$ cat src/rtl/serial_adder_nor.sv
// Bit-serial N-bit adder: one NOR-only full-adder cell, LSB first,
// with the carry held in a flop between bits.

module fulladder_nor (
  output logic carry,
  output logic sum,
  input  logic r,
  input  logic s,
  input  logic t
);

  logic n1, n2, n3, xn;
  logic m1, m2, m3;

  // xn = ~(r ^ s); sum = xnor(xn, t) = r ^ s ^ t
  assign n1    = ~(r | s);
  assign n2    = ~(r | n1);
  assign n3    = ~(s | n1);
  assign xn    = ~(n2 | n3);
  assign m1    = ~(xn | t);
  assign m2    = ~(xn | m1);
  assign m3    = ~(t | m1);
  assign sum   = ~(m2 | m3);
  assign carry = ~(n1 | m1);

endmodule

module serial_adder_nor #(
  parameter int N = 4
) (
  input  logic         clk,
  input  logic         rst_n,
  input  logic         start,
  input  logic [N-1:0] a,
  input  logic [N-1:0] b,
  input  logic         cin,
  output logic         busy,
  output logic         done,
  output logic [N-1:0] sum,
  output logic         cout
);

  localparam int CW = $clog2(N) + 1;

  typedef enum logic [1:0] {
    IDLE,
    SHIFT,
    DONE
  } state_t;

  state_t         st_q, st_d;
  logic [N-1:0]   a_sh_q, a_sh_d;
  logic [N-1:0]   b_sh_q, b_sh_d;
  logic [N-1:0]   s_sh_q, s_sh_d;
  logic [N-1:0]   sum_q, sum_d;
  logic           carry_q, carry_d;
  logic           cout_q, cout_d;
  logic [CW-1:0]  cnt_q, cnt_d;
  logic [CW-1:0]  cnt_inc;
  logic           cell_sum, cell_carry;

  fulladder_nor u_fa (
    .carry (cell_carry),
    .sum   (cell_sum),
    .r     (a_sh_q[0]),
    .s     (b_sh_q[0]),
    .t     (carry_q)
  );

  // Ripple incrementer, keeps arithmetic out of the datapath
  always_comb begin : inc
    logic c;
    c = 1'b1;
    for (int i = 0; i < CW; i++) begin
      cnt_inc[i] = cnt_q[i] ^ c;
      c          = cnt_q[i] & c;
    end
  end

  always_comb begin
    st_d    = st_q;
    a_sh_d  = a_sh_q;
    b_sh_d  = b_sh_q;
    s_sh_d  = s_sh_q;
    sum_d   = sum_q;
    carry_d = carry_q;
    cout_d  = cout_q;
    cnt_d   = cnt_q;
    unique case (st_q)
      IDLE: begin
        if (start) begin
          a_sh_d  = a;
          b_sh_d  = b;
          carry_d = cin;
          cnt_d   = '0;
          st_d    = SHIFT;
        end
      end
      SHIFT: begin
        s_sh_d  = {cell_sum, s_sh_q[N-1:1]};
        a_sh_d  = a_sh_q >> 1;
        b_sh_d  = b_sh_q >> 1;
        carry_d = cell_carry;
        cnt_d   = cnt_inc;
        if (cnt_q == CW'(N - 1)) begin
          sum_d  = {cell_sum, s_sh_q[N-1:1]};
          cout_d = cell_carry;
          st_d   = DONE;
        end
      end
      DONE: begin
        st_d = IDLE;
      end
      default: begin
        st_d = IDLE;
      end
    endcase
  end

  always_ff @(posedge clk or negedge rst_n) begin
    if (!rst_n) begin
      st_q    <= IDLE;
      a_sh_q  <= '0;
      b_sh_q  <= '0;
      s_sh_q  <= '0;
      sum_q   <= '0;
      carry_q <= 1'b0;
      cout_q  <= 1'b0;
      cnt_q   <= '0;
    end else begin
      st_q    <= st_d;
      a_sh_q  <= a_sh_d;
      b_sh_q  <= b_sh_d;
      s_sh_q  <= s_sh_d;
      sum_q   <= sum_d;
      carry_q <= carry_d;
      cout_q  <= cout_d;
      cnt_q   <= cnt_d;
    end
  end

  assign busy = (st_q != IDLE);
  assign done = (st_q == DONE);
  assign sum  = sum_q;
  assign cout = cout_q;

endmodule
$ cat config.mk
export PLATFORM = sky130hd
export DESIGN_NAME = serial_adder_nor
export DESIGN_NICKNAME = d
export VERILOG_FILES = /design/src/rtl/serial_adder_nor.sv
export SDC_FILE = /design/constraint.sdc
export NUM_CORES = 1
export LEC_CHECK = 0
export BUFFER_PORTS_ARGS = -buffer_cell sky130_fd_sc_hd__buf_4
export CAP_MARGIN = 0
export CORE_ASPECT_RATIO = 0.7
export CORE_MARGIN = 4
export CORE_UTILIZATION = 43
export CTS_CLUSTER_SIZE = 8
export DETAILED_ROUTE_END_ITERATION = 6
export PLACE_DENSITY = 0.79
export SLEW_MARGIN = 20
export SYNTH_ARGS = -nofsm -noshare
export SYNTH_HDL_FRONTEND = slang
export SYNTH_SLANG_ARGS = --single-unit
$ cat constraint.sdc
create_clock -name clk -period 1.5 [get_ports clk]
set_clock_uncertainty 0.2 [all_clocks]
set_input_delay 0.3 -clock clk [delete_from_list [all_inputs] [get_ports clk]]
set_output_delay 0.3 -clock clk [all_outputs]
set_load 0.01 [all_outputs]
* Word-level counts from Yosys, hierarchy flattened
Index checks and enable logic that the tools add are counted.
** Storage, ports and cells
- Output and inout port bits :: 7
- Word-level logic and storage cells :: 52
- Register bits :: 23
- Bits of input ports :: 12
** Operators by class
- Mux-type cells :: 11
- Equal/unequal tests :: 5
- Reduce and logical (&&, ||, !) cells :: 6
- Bitwise logic cells :: 22
** Operator list (number)
- $pmux 4 s2 :: 2
- $not 1->1 :: 10
- $or 1x1->1 :: 9
- $mux 4 :: 2
- $pmux 3 s2 :: 1
- $reduce_and 2->1 :: 3
- $mux 2 :: 2
- $ne 2x2->1 const B :: 2
- $pmux 2 s2 :: 1
- $reduce_bool 2->1 :: 2
- $eq 3x2->1 const B :: 1
- $mux 3 :: 1
- $eq 2x1->1 const B :: 1
- $eq 2x2->1 const B :: 1
- $logic_not 2->1 :: 1
- $pmux 1 s2 :: 1
- $xor 1x1->1 :: 2
- $and 1x1->1 :: 1
- $mux 1 :: 1

* Longest topological paths before layout
Gate-level depths: netlist of the first run.
- Word-level depth :: 12
- Gate-level depth with buffers :: 5

* Hierarchy
Synthesis of the first run repeated with hierarchy kept, for this count alone.
** Unflattened totals
- Cell total of the unflattened synthesis :: 88
- Area total of the unflattened synthesis :: 983.4 µm²
** Modules (own cells, without submodules)
- serial_adder_nor :: sequential area each 550.5 µm², times used 1, cells an instance 82, area each 944.7 µm²
- fulladder_nor :: sequential area each 0.0 µm², times used 1, cells an instance 6, area each 38.8 µm²

* Worst setup path before layout of the first run
Ideal clock, no wire load.
- Kind :: reg2reg
- Start :: reg cnt_q[0]
- End :: reg sum_q[0], in the netlist sum[0]
- Clock period less this slack :: 1.626 ns
- Cell stages (with the launch flop) :: 5
- Arrival :: 1.301 ns
- Setup time :: 0.125 ns
- Path buffers :: 0
- Path slack :: -0.126 ns
- Path through :: dfrtp_1 ha_1 ha_1 nand3b_1 mux2_2
** On the way
- Word-level cells in the longest chain between the ends :: 2
** RTL lines
- start, declared :: RTL line 58 : logic [CW-1:0] cnt_q, cnt_d;
- start signal, assigned :: RTL line 138 : cnt_q <= cnt_d;
- $eq 3x2->1 :: RTL line 105 : if (cnt_q == CW'(N - 1)) begin
- $reduce_and 2->1 (no line)
- end signal, assigned :: RTL line 135 : sum_q <= sum_d;
- end, declared :: RTL line 55 : logic [N-1:0] sum_q, sum_d;
No other way between the ends.
A chain may end at the register's enable or synchronous reset.

* Final worst setup path of the first run
- Start :: reg st_q[0]
- End :: out busy
** On the way
- Word-level cells in the longest chain between the ends :: 1
** RTL lines
- start, declared :: RTL line 51 : state_t st_q, st_d;
- start signal, assigned :: RTL line 131 : st_q <= st_d;
- $reduce_bool 2->1 :: RTL line 142 : assign busy = (st_q != IDLE);
- end, declared :: RTL line 37 : output logic busy,
No other way between the ends.

==> flow_metrics.env, run 1 <==
export IMPL_fin_ws_ns=-0.154
export IMPL_die_w_um=64.4
export IMPL_crit_fanout=3
export IMPL_dp_slack_ns=-0.0794
export IMPL_htree_levels=1
export IMPL_synth_seq_cells=22
export IMPL_route_detailed_drc=0
export IMPL_critPathLaunchType="flip-flop"
export IMPL_async_flop_share=1.00
export IMPL_layout_drive_gt1_share=0.533
export IMPL_max_freq_mhz=605
export IMPL_clkTransAtPathRegs_ns=0.12
export IMPL_ys_seq_area_frac=0.575
export IMPL_fp_coreArea_um2=1980
export IMPL_slew_viol_final=0
export IMPL_clock_latency_ns=0.31
export IMPL_fin_nets=138
export IMPL_post_route_period_util=1.10
export IMPL_cp_data_required_time_ns=1.00
export IMPL_gp_congestion=0.782
export IMPL_cap_violations=0
export IMPL_cts_tree="done"
export IMPL_die_area_um2=3060
export IMPL_synth_edf_count=0
export IMPL_max_slew_margin_rel=0.812
export IMPL_dieHeight_um=47.5
export IMPL_outcome="finished with violations"
export IMPL_synth_area_leader_cell="dfrtp_1"
export IMPL_power_density_nw_per_um2=2110
export IMPL_synth_most_common_cell="dfrtp_1"
export IMPL_violations="setup timing"
export IMPL_power_mw=3.03
export IMPL_start_util=0.482
export IMPL_cp_cell_sequence="or2_1 -> buf_6"
export IMPL_grt_use_total=0.157
export IMPL_synthFlopType="dfrtp_1"
export IMPL_end_kind="output port"
export IMPL_grt_max_degree=23
export IMPL_register_area_um2=551
export IMPL_cts_root_buffer="clkbuf_4"
export IMPL_netlist_instances=85
export IMPL_grt_pass1_wl_um=3490
export IMPL_first_pass_iters=4
export IMPL_hold_path_class="primary input to flip-flop"
export IMPL_ioPinCount=19
export IMPL_yosysUniqueCellTypes=21
export IMPL_overflow=0
export IMPL_dr_total_vias=788
export IMPL_fin_hold_ws_ns=0.0415
export IMPL_multi_input_area_um2=483
export IMPL_worst_endpoint_arrival_ns=1.15
export IMPL_rsz0062_at_grt="yes"
export IMPL_worstSetupPathType="flip-flop to output port"
export IMPL_wl_um=2230
export IMPL_setup_viol=7
export IMPL_syn_to_final_growth_pct=49.7
export IMPL_synth_common_cells="22 x dfrtp_1, 9 x inv_1, 9 x o22ai_1"
export IMPL_fillers=151
export IMPL_numCtsBuffers=3
export IMPL_diodes=0
export IMPL_synthTopCellsByArea="dfrtp_1 58%, mux2_2 5.9%, o22ai_1 5.9%"
export IMPL_synth_area_um2=957
export IMPL_drt_iter0_drc=14
export IMPL_final_cells=152
export IMPL_yosys_warnings=0
export IMPL_critical_path_top_delay_family="flip-flops"
export IMPL_critPathMaxStageDelay_ns=0.45
export IMPL_detail_route_antenna_nets=0
export IMPL_io_buffers=18
export IMPL_std_cell_rows=13
export IMPL_syn_num_nets=100
export IMPL_finalCriticalPeriod_ns=1.65
export IMPL_clock_path_buffers=2
export IMPL_syn_area_per_cell_um2=11.3
export IMPL_grt_pass1_vias=758
export IMPL_worst_pin_slew_ns=0.281
export IMPL_crit_buf_inv=1
export IMPL_hold_viol=0
export IMPL_crit_slowest_cell="dfrtp_1"
export IMPL_synth_top_area_share=0.575
export IMPL_vias_per_cell=5.18
export IMPL_cts_sinks=22
export IMPL_vdd_drop_max_mv=1.05
export IMPL_wl_per_cell_um=14.7
export IMPL_leakagePower_nw=0.672
export IMPL_dp_hpwl_um=1520
export IMPL_antenna_found_initial=0
export IMPL_numPlacedInstances=138
==> where the power goes <==
| group | internal [mW] | leakage, nW | switching [mW] |
|---|---|---|---|
| logic | 0.930 | 0.382 | 0.704 |
| registers | 0.874 | 0.269 | 0.186 |
| clock network | 0.148 | 0.0210 | 0.184 |
==> placed cells by master, fill, tap and decap left out, drive strengths merged, types with 2 or more instances in the layout <==
master	synthesis	routed
buf	2	34
dfrtp	22	22
o22ai	9	9
inv	9	8
nand2	6	6
o21ai	6	6
nor2	5	5
mux2	5	5
clkbuf	0	4
a21oi	3	3
nand2b	3	3
a2bb2oi	2	2
o32ai	2	2
or2	2	2
ha	2	2
==> metrics by stage <==
| stage | util | cell area, um^2 | TNS [ns] |
|---|---|---|---|
| 3_5_place_dp | 0.604 | 1200 | -0.271 |
| 3_3_place_gp | 0.604 | 1200 | -0.112 |
| 4_1_cts | 0.644 | 1280 | -0.735 |
| 5_1_grt | 0.722 | 1430 | -1.12 |
| 2_1_floorplan | - | 983 | -0.260 |
| 6_report | 0.722 | 1430 | -0.637 |
==> state kept, by name (all words and copies together), names as in the netlist <==
name	flops
a_sh_q	4
b_sh_q	4
carry_q	1
cnt_q	3
cout	1
s_sh_q	3
st_q	2
sum	4
==> tightest hold or removal path: cells and delay by family <==
family / cells / cell delay (ns)
AO/OA/AOI/OAI: 1 / 0.06
buffers and inverters: 1 / 0.11
AND/OR/NAND/NOR: 1 / 0.05
==> logic make-up (layout without fill, tap and decap cells) <==
kind of cell / count (synthesis) / in the layout / synth area share
multiplexers: 5 / 5 / 0.0588
AND/OR/NAND/NOR: 18 / 18 / 0.0928
flip-flops: 22 / 22 / 0.575
buffers and inverters: 11 / 48 / 0.0457
adder cells (fa/ha/maj): 3 / 3 / 0.0471
AO/OA/AOI/OAI: 26 / 26 / 0.180
==> per-layer routing <==
| layer | vias up | routed length, um | global-route usage |
|---|---|---|---|
| met3 | 4 | 137 | 0.0563 |
| met4 | 0 | 21 | 0.0588 |
| met2 | 26 | 1010 | 0.240 |
| met1 | 380 | 1060 | 0.211 |
| li1 | 378 | - | - |
| met5 | - | 0 | 0 |
==> what timing repair did <==
| action | 4_1_cts | 5_1_grt |
|---|---|---|
| gates resized for setup | 5 | 25 |
| buffers inserted | 3 | 6 |
| setup endpoints to repair | 7 | 22 |
| endpoints found under the hold margin | 22 | 0 |
| pin swaps | 5 | 8 |
| hold buffers | 1 | 0 |
==> layout make-up <==
type,instances,area share
flip-flops and latches,22,0.384
multi-input cells,52,0.337
repair buffers,35,0.201
inverters,9,0.0262
well taps,30,0.0262
clock buffers,4,0.0253
==> final timing paths <==
path	end	startpoint	cells after the start	slack [ns]
worst max-delay path	busy	st_q[0]$_DFFE_PN0P_	2	-0.15
worst min-delay path	b_sh_q[3]$_DFFE_PN0P_	b[3]	3	0.04
worst max register to register	sum[2]$_DFFE_PN0P_	cnt_q[0]$_DFFE_PN0P_	4	-0.10
worst min register to register	cout$_DFFE_PN0P_	cout$_DFFE_PN0P_	2	0.30
max in group asynchronous	b_sh_q[2]$_DFFE_PN0P_	rst_n	2	0.69
min in group asynchronous	cnt_q[2]$_DFFE_PN0P_	rst_n	2	0.19
No activity file was read; power rests on OpenSTA's default activity.
==> run 2: changes to the inputs <==
- CELL_PAD_IN_SITES_DETAIL_PLACEMENT: unset -> 0
- CELL_PAD_IN_SITES_GLOBAL_PLACEMENT: unset -> 1
- CORE_UTILIZATION: 43 -> 37
- PLACE_DENSITY: 0.79 -> 0.85
==> run 2 against run 1 <==
  * The flow still finishes with violations (setup timing)
  * Design area shrank 2.8%
  * Die area grew 14%
  * Largest power group unchanged
  * Critical path depth grew 2
  * Critical endpoint is now sum[1]$_DFFE_PN0P_
==> flow_metrics.env, run 2 (same netlist as run 1, synthesis figures left out) <==
export IMPL_dr_total_vias=755
export IMPL_numCtsBuffers=3
export IMPL_leakagePower_nw=0.659
export IMPL_final_common_cell="buf_4"
export IMPL_power_density_nw_per_um2=2220
export IMPL_design_area_um2=1390
export IMPL_post_route_period_util=1.07
export IMPL_htree_levels=1
export IMPL_critical_path_top_delay_family="flip-flops"
export IMPL_fin_nets=136
export IMPL_fillers=218
export IMPL_fin_util=0.566
export IMPL_io_buffers=18
export IMPL_dp_hpwl_um=1520
export IMPL_gp_congestion=0.855
export IMPL_die_w_um=68.8
export IMPL_grt_max_degree=23
export IMPL_syn_to_final_growth_pct=45.5
export IMPL_crit_buf_inv=0
export IMPL_dpl_instance_area_um2=1220
export IMPL_fin_tns_setup_ns=-0.490
export IMPL_dieHeight_um=50.6
export IMPL_start_util=0.389
export IMPL_worst_endpoint_arrival_ns=1.56
export IMPL_antenna_found_initial=0
export IMPL_layout_drive_gt1_share=0.467
export IMPL_overflow=0
export IMPL_reg2regPathDepth=4
export IMPL_fp_coreArea_um2=2460
export IMPL_clock_path_buffers=2
export IMPL_clock_latency_ns=0.26
export IMPL_ioPinCount=19
export IMPL_grt_pass1_wl_um=3650
export IMPL_cp_num_cells=4
export IMPL_detail_route_antenna_nets=0
export IMPL_grt_pass1_vias=776
export IMPL_critPathMaxStageDelay_ns=0.39
export IMPL_outcome="finished with violations"
export IMPL_std_cell_rows=15
export IMPL_route_detailed_drc=0
export IMPL_min_delay_path_depth=3
export IMPL_max_slew_margin_rel=0.793
export IMPL_cap_violations=0
export IMPL_setup_viol=8
export IMPL_cts_sinks=22
export IMPL_mostFrequentLayoutCells="29 x buf_4, 22 x dfrtp_1, 9 x o22ai_1, 7 x inv_1"
export IMPL_vdd_drop_max_mv=1.05
export IMPL_first_pass_iters=4
export IMPL_hold_viol=0
export IMPL_final_cells=154
export IMPL_max_freq_mhz=622
export IMPL_clkTransAtPathRegs_ns=0.08
export IMPL_numPlacedInstances=144
export IMPL_cp_data_required_time_ns=1.45
export IMPL_finalCriticalPeriod_ns=1.61
export IMPL_cts_tree="done"
export IMPL_end_kind="flip-flop"
export IMPL_slew_viol_final=0
export IMPL_crit_slowest_cell="dfrtp_1"
export IMPL_grt_use_total=0.142
export IMPL_hold_path_class="primary input to flip-flop"
export IMPL_critPathLaunchType="flip-flop"
export IMPL_crit_fanout=4
export IMPL_die_area_um2=3480
export IMPL_vias_per_cell=4.90
export IMPL_violations="setup timing"
export IMPL_drt_iter0_drc=31
export IMPL_rsz0062_at_grt="yes"
export IMPL_worstSetupPathType="flip-flop to flip-flop"
export IMPL_wl_um=2190
export IMPL_worst_pin_slew_ns=0.310
export IMPL_cts_root_buffer="clkbuf_8"
export IMPL_fin_ws_ns=-0.107
export IMPL_diodes=0
export IMPL_wl_per_cell_um=14.2
export IMPL_cp_cell_sequence="ha_2 -> ha_4 -> nand3b_1 -> mux2_4"
==> run 2: cell types whose count changed in the layout (fill, tap and decap cells not counted), moves of 2 or more <==
cell	before	now
a2bb2oi_2	2	0
clkbuf_8	1	3
o22ai_2	3	0
a2bb2oi_1	0	2
o22ai_1	6	9
nor2_4	2	0
clkbuf_4	3	0
nand2b_4	2	0
==> run 2: layout make-up <==
type / count / area, um^2 / share of cell area
clock inverter: 1 / 30.0 / 0.0216
inverter: 9 / 36.3 / 0.0261
clock buffer: 3 / 41.3 / 0.0296
multi-input combinational: 52 / 430 / 0.309
tap: 34 / 42.5 / 0.0305
sequential: 22 / 551 / 0.395
timing repair buffer: 33 / 262 / 0.188
==> run 2: report_power, final <==
group          switching, mW  internal, mW  total, mW
sequential             0.187         0.876       1.06
clock                  0.192         0.356      0.548
combinational          0.647         0.835       1.48
total                   1.03          2.07       3.09
==> run 2: metrics by stage <==
step	power (mW)	hold slack, ns	worst slack [ns]
4_1_cts	2.94	0.0847	-0.0944
3_5_place_dp	2.32	0.00668	-0.0980
2_1_floorplan	1.82	-0.196	-0.0867
5_1_grt	3.37	0.0926	-0.158
3_3_place_gp	2.28	0.00220	-0.0438
6_report	3.09	0.0870	-0.107
==> run 2: worst paths after layout <==
path                                       start                     to  slack [ns]
setup / recovery            cnt_q[1]$_DFFE_PN0P_     sum[1]$_DFFE_PN0P_       -0.11
hold / removal                              a[3]  a_sh_q[3]$_DFFE_PN0P_        0.09
setup reg to reg            cnt_q[1]$_DFFE_PN0P_     sum[1]$_DFFE_PN0P_       -0.11
hold reg to reg            b_sh_q[3]$_DFFE_PN0P_  b_sh_q[3]$_DFFE_PN0P_        0.30
max in group asynchronous                  rst_n   cnt_q[2]$_DFFE_PN0P_        0.60
min in group asynchronous                  rst_n  s_sh_q[1]$_DFFE_PN0P_        0.26
==> run 2: routing by layer <==
layer,part of all wire,track usage
met1,0.47,0.204
met2,0.46,0.203
met3,0.059,0.0604
met4,0.0050,0.0194
met5,0,0
==> run 2: tightest hold or removal path, stage by stage <==
cell,delay (ns)
buf_4,0.11
inv_1,0.04
o31ai_1,0.06
==> run 2: repair_timing <==
| action | CTS | global route |
|---|---|---|
| gates resized for setup | 1 | 19 |
| pin swaps | 1 | 4 |
| endpoints found under the setup margin | 7 | 16 |
| hold buffers | 1 | 0 |
| hold endpoints to repair | 22 | 0 |
| setup buffers | 3 | 2 |
==> run 3: changes to the inputs <==
- CORE_MARGIN: 4 -> 2
- HOLD_SLACK_MARGIN: unset -> 0.15
==> run 3 against run 2 <==
  * The run still ends with setup timing left
  * Sequential share of layout area fell by 1.6 points
  * Sequential cell count did not move
  * Non-clock buffer count rose by 7
  * Clock power fell by 23%
  * Design area rose by 4.2%
  * Setup slack got worse by 0.026 ns
  * Critical path depth did not move
  * Cell count rose by 4.5%
  * Utilization rose by 2.4 points
  * First-iteration DRC count fell by 45%
  * Highest routed layer unchanged
==> flow_metrics.env, run 3 (same netlist as run 1, synthesis figures left out) <==
export IMPL_dieHeight_um=46.6
export IMPL_power_density_nw_per_um2=2090
export IMPL_htree_levels=1
export IMPL_wl_um=2280
export IMPL_grt_pass1_wl_um=3530
export IMPL_layout_drive_gt1_share=0.457
export IMPL_cts_sinks=22
export IMPL_hold_path_class="primary input to flip-flop"
export IMPL_numCtsBuffers=3
export IMPL_worst_endpoint_arrival_ns=1.58
export IMPL_min_delay_path_depth=3
export IMPL_cap_violations=0
export IMPL_ioPinCount=19
export IMPL_first_pass_iters=4
export IMPL_reg2regPathDepth=4
export IMPL_fp_coreArea_um2=2460
export IMPL_final_common_cell="buf_4"
export IMPL_max_slew_margin_rel=0.760
export IMPL_grt_max_degree=23
export IMPL_outcome="finished with violations"
export IMPL_rsz0062_at_grt="yes"
export IMPL_worst_pin_slew_ns=0.358
export IMPL_hold_viol=0
export IMPL_die_w_um=64.8
export IMPL_gp_congestion=0.828
export IMPL_clock_path_buffers=2
export IMPL_setup_viol=8
export IMPL_design_area_um2=1450
export IMPL_clkTransAtPathRegs_ns=0.08
export IMPL_cts_root_buffer="clkbuf_8"
export IMPL_seq_power_share=0.354
export IMPL_start_util=0.389
export IMPL_fin_nets=143
export IMPL_end_kind="flip-flop"
export IMPL_drt_iter0_drc=17
export IMPL_r2r_slack_ns=-0.13
export IMPL_grt_use_total=0.164
export IMPL_io_buffers=18
export IMPL_r2r_start="cnt_q[1]$_DFFE_PN0P_"
export IMPL_crit_fanout=4
export IMPL_hold_end="b_sh_q[2]$_DFFE_PN0P_"
export IMPL_fin_ws_ns=-0.133
export IMPL_p_switching_mw=1.05
export IMPL_hp_start="b[2]"
export IMPL_cts_tree="done"
export IMPL_dpl_instance_area_um2=1220
export IMPL_r2r_end="sum[1]$_DFFE_PN0P_"
export IMPL_wl_per_cell_um=14.2
export IMPL_cp_data_required_time_ns=1.45
export IMPL_slew_viol_final=0
export IMPL_dr_total_vias=804
export IMPL_detail_route_antenna_nets=0
export IMPL_violations="setup timing"
export IMPL_clock_latency_ns=0.26
export IMPL_std_cell_rows=15
export IMPL_fin_tns_setup_ns=-0.611
export IMPL_dp_hpwl_um=1580
export IMPL_p_sw_frac=0.346
export IMPL_p_int_mw=1.98
export IMPL_finalCriticalPeriod_ns=1.63
export IMPL_antenna_found_initial=0
export IMPL_route_detailed_drc=0
export IMPL_overflow=0
export IMPL_mostFrequentLayoutCells="29 x buf_4, 22 x dfrtp_1, 9 x o22ai_1, 7 x dlygate4sd3_1, 6 x inv_1"
export IMPL_vdd_drop_max_mv=1.05
export IMPL_die_area_um2=3020
export IMPL_syn_to_final_growth_pct=51.6
export IMPL_leakagePower_nw=0.690
export IMPL_vias_per_cell=4.99
export IMPL_diodes=0
export IMPL_critPathLaunchType="flip-flop"
export IMPL_combPwrFrac=0.506
export IMPL_max_freq_mhz=612
export IMPL_clock_power_share=0.139
export IMPL_worstSetupPathType="flip-flop to flip-flop"
export IMPL_grt_pass1_vias=790
export IMPL_post_route_period_util=1.09
[run 3: final cells by class]
class / instances / area (um^2)
tap: 34 / 42.5
clock buffer: 4 / 55.1
timing repair buffer: 40 / 333
fill: 194 / 1010
sequential: 22 / 551
inverter: 9 / 36.3
multi-input combinational: 52 / 434
[run 3: critical path: stages (launching register included)]
cell	delay [ns]
dfrtp_1	0.39
ha_2	0.20
ha_4	0.15
nand3b_1	0.24
mux2_4	0.33
[run 3: per-stage QoR]
stage               total power, mW  utilization  setup slack, ns  hold WS (ns)  cells
floorplan                      1.82            -          -0.0867        -0.196     85
global placement               2.28        0.496          -0.0429       0.00248    144
detailed placement             2.35        0.496           -0.123       0.00926    144
CTS                            2.89        0.565           -0.115         0.156    158
global route                   3.23        0.590           -0.164         0.173    161
finish                         3.04        0.590           -0.133         0.158    161
[run 3: per-layer routing]
layer / wire length [um] / global-route usage / share of wire / vias to the layer above
met1: 1070 / 0.194 / 0.47 / 389
met4: 21 / 0.0511 / 0.0092 / 0
li1: - / - / - / 387
met2: 1080 / 0.285 / 0.47 / 24
met5: 0 / 0 / 0 / -
met3: 119 / 0.0587 / 0.052 / 4
[run 3: timing repair]
item | CTS | global route
buffers inserted | 3 | 3
hold endpoints to repair | 28 | 0
pin swaps | 4 | 6
resized for setup | 8 | 13
hold buffers | 7 | 0
endpoints found under the setup margin | 9 | 11
[run 3: how the worst max path moves through the flow]
stage                                     from                  to  slack [ns]  depth (start not counted)
after floorplan           cnt_q[0]$_DFFE_PN0P_  sum[0]$_DFFE_PN0P_       -0.09                          4
after CTS                 cnt_q[0]$_DFFE_PN0P_  sum[1]$_DFFE_PN0P_       -0.11                          4
after detailed placement  cnt_q[1]$_DFFE_PN0P_  sum[1]$_DFFE_PN0P_       -0.12                          4
after global routing      cnt_q[1]$_DFFE_PN0P_  sum[1]$_DFFE_PN0P_       -0.16                          4
after global placement    cnt_q[1]$_DFFE_PN0P_  sum[2]$_DFFE_PN0P_       -0.04                          4
final                     cnt_q[1]$_DFFE_PN0P_  sum[1]$_DFFE_PN0P_       -0.13                          4
[run 3: power groups by stage]
stage                     clock (mW)  sequential, mW  combinational (mW)
after floorplan                    0            1.05               0.765
after global placement             0            1.05                1.23
after detailed placement           0            1.07                1.29
after CTS                      0.434            1.06                1.40
after global routing           0.459            1.10                1.67
final                          0.423            1.08                1.54
